[config.mk]
export PLATFORM = sky130hd
export DESIGN_NAME = serial_shift32_flat
export DESIGN_NICKNAME = d
export VERILOG_FILES = /design/src/rtl/serial_shift32_if.sv /design/src/rtl/serial_shift32.sv /design/src/flat_wrapper.sv
export SDC_FILE = /design/constraint.sdc
export NUM_CORES = 1
export LEC_CHECK = 0
export BUFFER_PORTS_ARGS = -buffer_cell sky130_fd_sc_hd__buf_4
export CORE_ASPECT_RATIO = 0.7
export CORE_MARGIN = 1
export CORE_UTILIZATION = 56
export CTS_BUF_LIST = sky130_fd_sc_hd__clkbuf_2
export CTS_CLUSTER_DIAMETER = 60
export DETAILED_ROUTE_END_ITERATION = 16
export HOLD_SLACK_MARGIN = 0.06
export PLACE_DENSITY = 0.83
export SYNTH_ARGS = -nofsm -noshare
export SYNTH_HDL_FRONTEND = slang
export SYNTH_SLANG_ARGS = --single-unit
[constraint.sdc]
create_clock -name CLK -period 4.35 [get_ports CLK]
set_input_delay 0.435 -clock CLK [delete_from_list [all_inputs] [get_ports CLK]]
set_output_delay 0.435 -clock CLK [all_outputs]
set_load 0.02 [all_outputs]
[src/rtl/serial_shift32_if.sv]
// Request/result bundle for serial_shift32: operand, shift amount and direction in;
// registered result plus BUSY/DONE status out.
interface serial_shift32_if;
  logic        START;
  logic [31:0] D;
  logic [31:0] S;
  logic        LnR;
  logic [31:0] Y;
  logic        BUSY;
  logic        DONE;

  modport master (output START, D, S, LnR, input Y, BUSY, DONE);
  modport slave  (input START, D, S, LnR, output Y, BUSY, DONE);
endinterface

[src/rtl/serial_shift32.sv]
// Bit-serial 32-bit logical shifter: moves one bit per cycle, then publishes the
// result in Y with a one-cycle DONE pulse. Shift amounts of 32 or more yield 0.
module serial_shift32 (
  input  logic            CLK,
  input  logic            RST,
  serial_shift32_if.slave bus
);
  typedef enum logic [1:0] {IDLE = 2'd0, SHIFT = 2'd1, FIN = 2'd2} state_t;

  state_t      state, state_nxt;
  logic [31:0] w, w_nxt;
  logic [31:0] y, y_nxt;
  logic [4:0]  cnt, cnt_nxt;
  logic        dir, dir_nxt;
  logic        accept;
  logic        ovf;

  // FIN accepts as well as IDLE so back-to-back requests see no bubble.
  assign accept = bus.START && (state == IDLE || state == FIN);
  assign ovf    = |bus.S[31:5];

  always_ff @(posedge CLK) begin
    if (!RST) begin
      state <= IDLE;
      w     <= '0;
      cnt   <= '0;
      dir   <= 1'b0;
      y     <= '0;
    end else begin
      state <= state_nxt;
      w     <= w_nxt;
      cnt   <= cnt_nxt;
      dir   <= dir_nxt;
      y     <= y_nxt;
    end
  end

  always_comb begin
    state_nxt = state;
    w_nxt     = w;
    cnt_nxt   = cnt;
    dir_nxt   = dir;
    y_nxt     = y;
    case (state)
      SHIFT: begin
        if (cnt != 5'd0) begin
          w_nxt   = dir ? {w[30:0], 1'b0} : {1'b0, w[31:1]};
          cnt_nxt = cnt - 5'd1;
        end else begin
          y_nxt     = w;
          state_nxt = FIN;
        end
      end
      default: state_nxt = IDLE;
    endcase
    if (accept) begin
      // Overflow loads a zero operand with no shifting, so the result is 0.
      w_nxt     = ovf ? 32'd0 : bus.D;
      cnt_nxt   = ovf ? 5'd0 : bus.S[4:0];
      dir_nxt   = bus.LnR;
      state_nxt = SHIFT;
    end
  end

  assign bus.Y    = y;
  assign bus.BUSY = (state == SHIFT);
  assign bus.DONE = (state == FIN);
endmodule

[src/flat_wrapper.sv]
// flat-port wrapper written by rule: the top's interface ports become plain ports
module serial_shift32_flat 
  (CLK, RST, bus_START, bus_D, bus_S, bus_LnR, bus_Y, bus_BUSY, bus_DONE);
  serial_shift32_if bus_i ();
  input  logic CLK;
  input  logic RST;
  input wire logic [$bits(bus_i.START)-1:0] bus_START;
  input wire logic [$bits(bus_i.D)-1:0] bus_D;
  input wire logic [$bits(bus_i.S)-1:0] bus_S;
  input wire logic [$bits(bus_i.LnR)-1:0] bus_LnR;
  output wire logic [$bits(bus_i.Y)-1:0] bus_Y;
  output wire logic [$bits(bus_i.BUSY)-1:0] bus_BUSY;
  output wire logic [$bits(bus_i.DONE)-1:0] bus_DONE;
  assign bus_i.START = bus_START;
  assign bus_i.D = bus_D;
  assign bus_i.S = bus_S;
  assign bus_i.LnR = bus_LnR;
  assign bus_Y = bus_i.Y;
  assign bus_BUSY = bus_i.BUSY;
  assign bus_DONE = bus_i.DONE;
  serial_shift32 u_core (.CLK(CLK), .RST(RST), .bus(bus_i));
endmodule
Yosys cells after proc, flatten, opt, wreduce, memory -nomap -nowiden:

Index checks and enable logic that the tools add are counted.

* register bits after elaboration: 72
* bits of input ports: 68
* output and inout bits: 34
* logic and storage cells: 35

* add/sub/neg operators: 1
* eq/ne operators: 3
* mux-type cells: 12
* bitwise operators: 3
* reductions and logical operators: 10

Operators with widths (number)
* $mux 32: 5
* $reduce_or 27->1: 1
* $mux 5: 4
* $reduce_bool 5->1: 1
* $sub 5x1->5 const B: 1
* $reduce_and 2->1: 2
* $reduce_bool 2->1: 2
* $mux 1: 3
* $ne 3x2->1 const B: 1
* $not 1->1: 3
* $reduce_or 3->1: 1
* $eq 2x1->1 const B: 1
* $eq 2x2->1 const B: 1
* $logic_not 2->1: 1
* $logic_and 1x1->1: 1
* $logic_or 1x1->1: 1

Longest topological paths before layout:

* depth in word-level cells: 5
* depth in mapped cells: 9
* mapped depth without buffers: 6

Least setup slack after synthesis:

OpenSTA, ideal clock, no wires.

* kind: register -> register
* start point: register u_core.cnt[0]
* end point: register u_core.w[3]
* setup time: 0.130 ns
* arrival time: 1.730 ns
* data required time: 4.220 ns
* path slack: 2.489 ns
* cell stages (with the launch flop): 10
* path buffers: 3
* clock period less this slack: 1.861 ns
* cell sequence: dfxtp_1 -> inv_1 -> ha_1 -> or4b_1 -> buf_2 -> and2_1 -> buf_6 -> buf_6 -> o21ai_0 -> o22ai_1

* cells in the longest elaborated chain, start to end: 3

RTL lines
* start: declaration: RTL line serial_shift32.sv:13 `logic [4:0] cnt, cnt_nxt;`
* start signal: assignment: RTL line serial_shift32.sv:32 `cnt <= cnt_nxt;`
* $reduce_bool 5->1: RTL line serial_shift32.sv:46 `if (cnt != 5'd0) begin`
* $reduce_bool 2->1 (no source line)
* $reduce_and 2->1 (no source line)
* end signal: assignment: RTL line serial_shift32.sv:31 `w <= w_nxt;`
* end: declaration: RTL line serial_shift32.sv:11 `logic [31:0] w, w_nxt;`

Every way passes these cells.
A chain may end at the register's enable or synchronous reset.

Worst setup path after layout:

* start point: register u_core.cnt[0]
* end point: register u_core.w[0]

The elaborated chain is that of the path after synthesis.

==> results.md <==
- Status: complete, no violations
- Drt total wl: 8670 um
- Nets: 564
- Clock sink total: 72
- CP max stage cell: and2_1
- Finished Layout Cells: 575
- Final setup TNS: 0 ns
- Die span in y: 67.3 um
- H-tree lvl count: 3
- CTS tree: built
- WP data required: 4.73 ns
- DRT Pass-1 Iters: 5
- WP buf/inv: 2
- Fin. Hold Viols: 0
- CP peak stage delay: 0.99 ns
- Die area: 6410 um^2
- Drt wl/cell: 15.1 um
- Initial antenna violation count: 0
- Sequential fraction of the synthesis area: 42.3%
- Leak: 1.60 nW
- Layout cells sized above 1: 24.4%
- Least-Margin Pin Slew: 1.28 ns
- GRT overflow: 0
- Crit Path Class: reg2reg
- Area Overhead vs Synth: 24.8%
- Final setup violation count: 0
- Final Worst Setup Slack: 1.60 ns
- Rows: 23
- Setup bufs post-CTS: 0
- First-pass GRT wire length: 13,600 um
- Max Buffers Root-to-Sink: 2
- Critical-path cell list: inv_1 > ha_1 > or4b_1 > buf_4 > and2_1 > mux2i_1 > o22ai_1
- Final slew viol count: 0
- Clk_skew: 0.0256 ns
- Post-DP HPWL: 5420 um
- IO Pins: 102
- Residual DRC count: 0
- Synth warn: 0
- Vias in the first global route: 2,914
- Largest net degree at the start of global routing: 75
- CTS buffer count: 9
- Worst min-delay path class: in2reg
- Peak fanout along the critical path: 36
- Distinct cells, synth: 36
- Die W: 95.3 um
- Vias/cell: 5.79
- CTS root buffer: clkbuf_2
- Maximum VDD drop: 238 uV
- FILL cells: 462
- FF+latch count, synth: 72
- Gr usage total: 27.5%
- Total vias in the final route: 3,328
- Critical Path AT: 3.14 ns
- Crit end category: flip-flop
- Clock period minus worst slack: 2.75 ns
- Later-pin clock latency in the skew report: 0.54 ns
- Fmax: 0.363 GHz
- RSZ-0062 raised after global routing: no
- Mapped cell area: 3410 um^2
- Clock-pin transition on the worst setup and hold timing paths: 0.21 ns
- PostCTS Resize Cnt: 0
- Post-Syn Nets: 487
- Max-Cap Viols: 0
- Reg2reg setup slack: 1.60 ns
- Diodes inserted: 0
- Routability Congestion: 0.790
- Final Cycle Share: 63.3%
- CTS Hold Bufs: 0
- Post-Syn Instances: 418
- Post-route ant nets: 0
- Starting Density: 58.9%
- Power Density: 334 nW/um^2
- CP top delay family: simple AND/OR/NAND/NOR gates
- Average cell area after synthesis: 8.16 um^2
- Input/output buffers: 101
- Startpoint types: flip-flop
- Slew HR: 14.7%
- Initial DRC Count: 244
- Worst slack at placement: 1.68 ns
- Dpl cells: 559
- Area of the core: 5780 um^2
-- final timing paths --
kind                           end        startpoint  depth (start not counted)
setup / recovery       u_core.w[0]     u_core.cnt[0]                          7
hold / removal        u_core.w[16]         bus_D[16]                          3
hold reg to reg   u_core.bus.Y[10]  u_core.bus.Y[10]                          2
setup reg to reg       u_core.w[0]     u_core.cnt[0]                          7
-- cell type report --
class | count | area, um^2 | area share, %
clock inverters | 6 | 108 | 2.53
repair buffers | 104 | 781 | 18.3
inverters | 4 | 15.0 | 0.353
well taps | 75 | 93.8 | 2.20
flip-flops and latches | 72 | 1440 | 33.9
clock buffers | 10 | 50.0 | 1.18
multi-input cells | 304 | 1770 | 41.5
-- worst min-delay path, cell delays in order --
cell	delay, ns
buf_4	0.11
nand2_1	0.04
o22ai_1	0.06
-- placed cells by master (no fill, tap or decap), types with 2 or more instances in the layout --
cell type,count
or4_1,2
bufinv_16,3
mux2i_1,31
o41ai_1,2
a21boi_1,11
nand2_1,103
o22ai_1,34
buf_4,104
and2_1,2
nand3_1,33
dfxtp_1,71
clkbuf_2,10
nor4_1,6
o21ai_0,20
inv_1,4
nor2b_1,3
a21boi_0,23
nor3_1,3
o21ai_1,11
a211oi_1,4
-- metal layers --
layer  part of all wire (%)  global-route usage (%)
met1                     46                    36.4
met2                     45                    43.7
met3                    7.0                    7.09
met4                    1.4                    9.28
met5                      0                       0
-- state kept, by name, summed over array words and instances (netlist names) --
| signal | cells |
|---|---|
| u_core.bus.Y | 32 |
| u_core.w | 32 |
| u_core.cnt | 5 |
| u_core.state | 2 |
| u_core.dir | 1 |
-- logic make-up after synthesis --
kind of cell,after synthesis,share of synthesized area (%)
DFF,72,42.3
muxes,31,9.10
xor gates and xnor gates,1,0.257
adders and majority gates,1,0.367
AOI/OAI and AO/OA,110,20.8
buffers and inverters,42,6.24
and+or+nand+nor,161,21.0
-- synthesized netlist by cell type (all sizes together) --
cell    instances  share of area [%]
and2            2               0.37
nand2         103                 11
a21o            1               0.22
buf            18                3.6
a21boi         34                7.5
xor2            1               0.26
nor2b           4               0.73
mux2i          31                9.1
ha              1               0.37
o21ai          31                4.6
or4b            1               0.29
and3            1               0.18
nand3b          1               0.22
or3             1               0.18
o22ai          34                6.2
dfxtp          72                 42
nor2            1               0.11
nand4           1               0.18
o21a            1               0.22
o2111a          1               0.33
or4             2               0.44
inv             4               0.44
nor4            7                1.5
a21oi           1               0.15
nand2b          1               0.18
nand3          33                4.8
o41ai           2               0.51
clkbuf         20                2.2
a211oi          4               0.88
nor3            3               0.44
a31oi           1               0.18
-- per-stage QoR --
| stage | util, % | power [W] | instance area [um^2] | hold slack (ns) |
|---|---|---|---|---|
| after global placement | 70.9 | 0.000930 | 4100 | 0.446 |
| after floorplan | - | 0.000856 | 3410 | 0.450 |
| final | 73.6 | 0.00142 | 4260 | 0.126 |
| after detailed placement | 70.9 | 0.000937 | 4100 | 0.446 |
| after CTS | 73.6 | 0.00142 | 4260 | 0.114 |
| after global routing | 73.6 | 0.00147 | 4260 | 0.105 |
-- report_power, final --
part	leakage, nW	internal, W	switching (W)
Sequential	0.583	0.000680	0.0000280
Combinational	0.926	0.0000996	0.000122
Clock	0.0935	0.000248	0.000243
Total	1.60	0.00103	0.000393
Note: power is estimated with default switching activity, not from simulation.
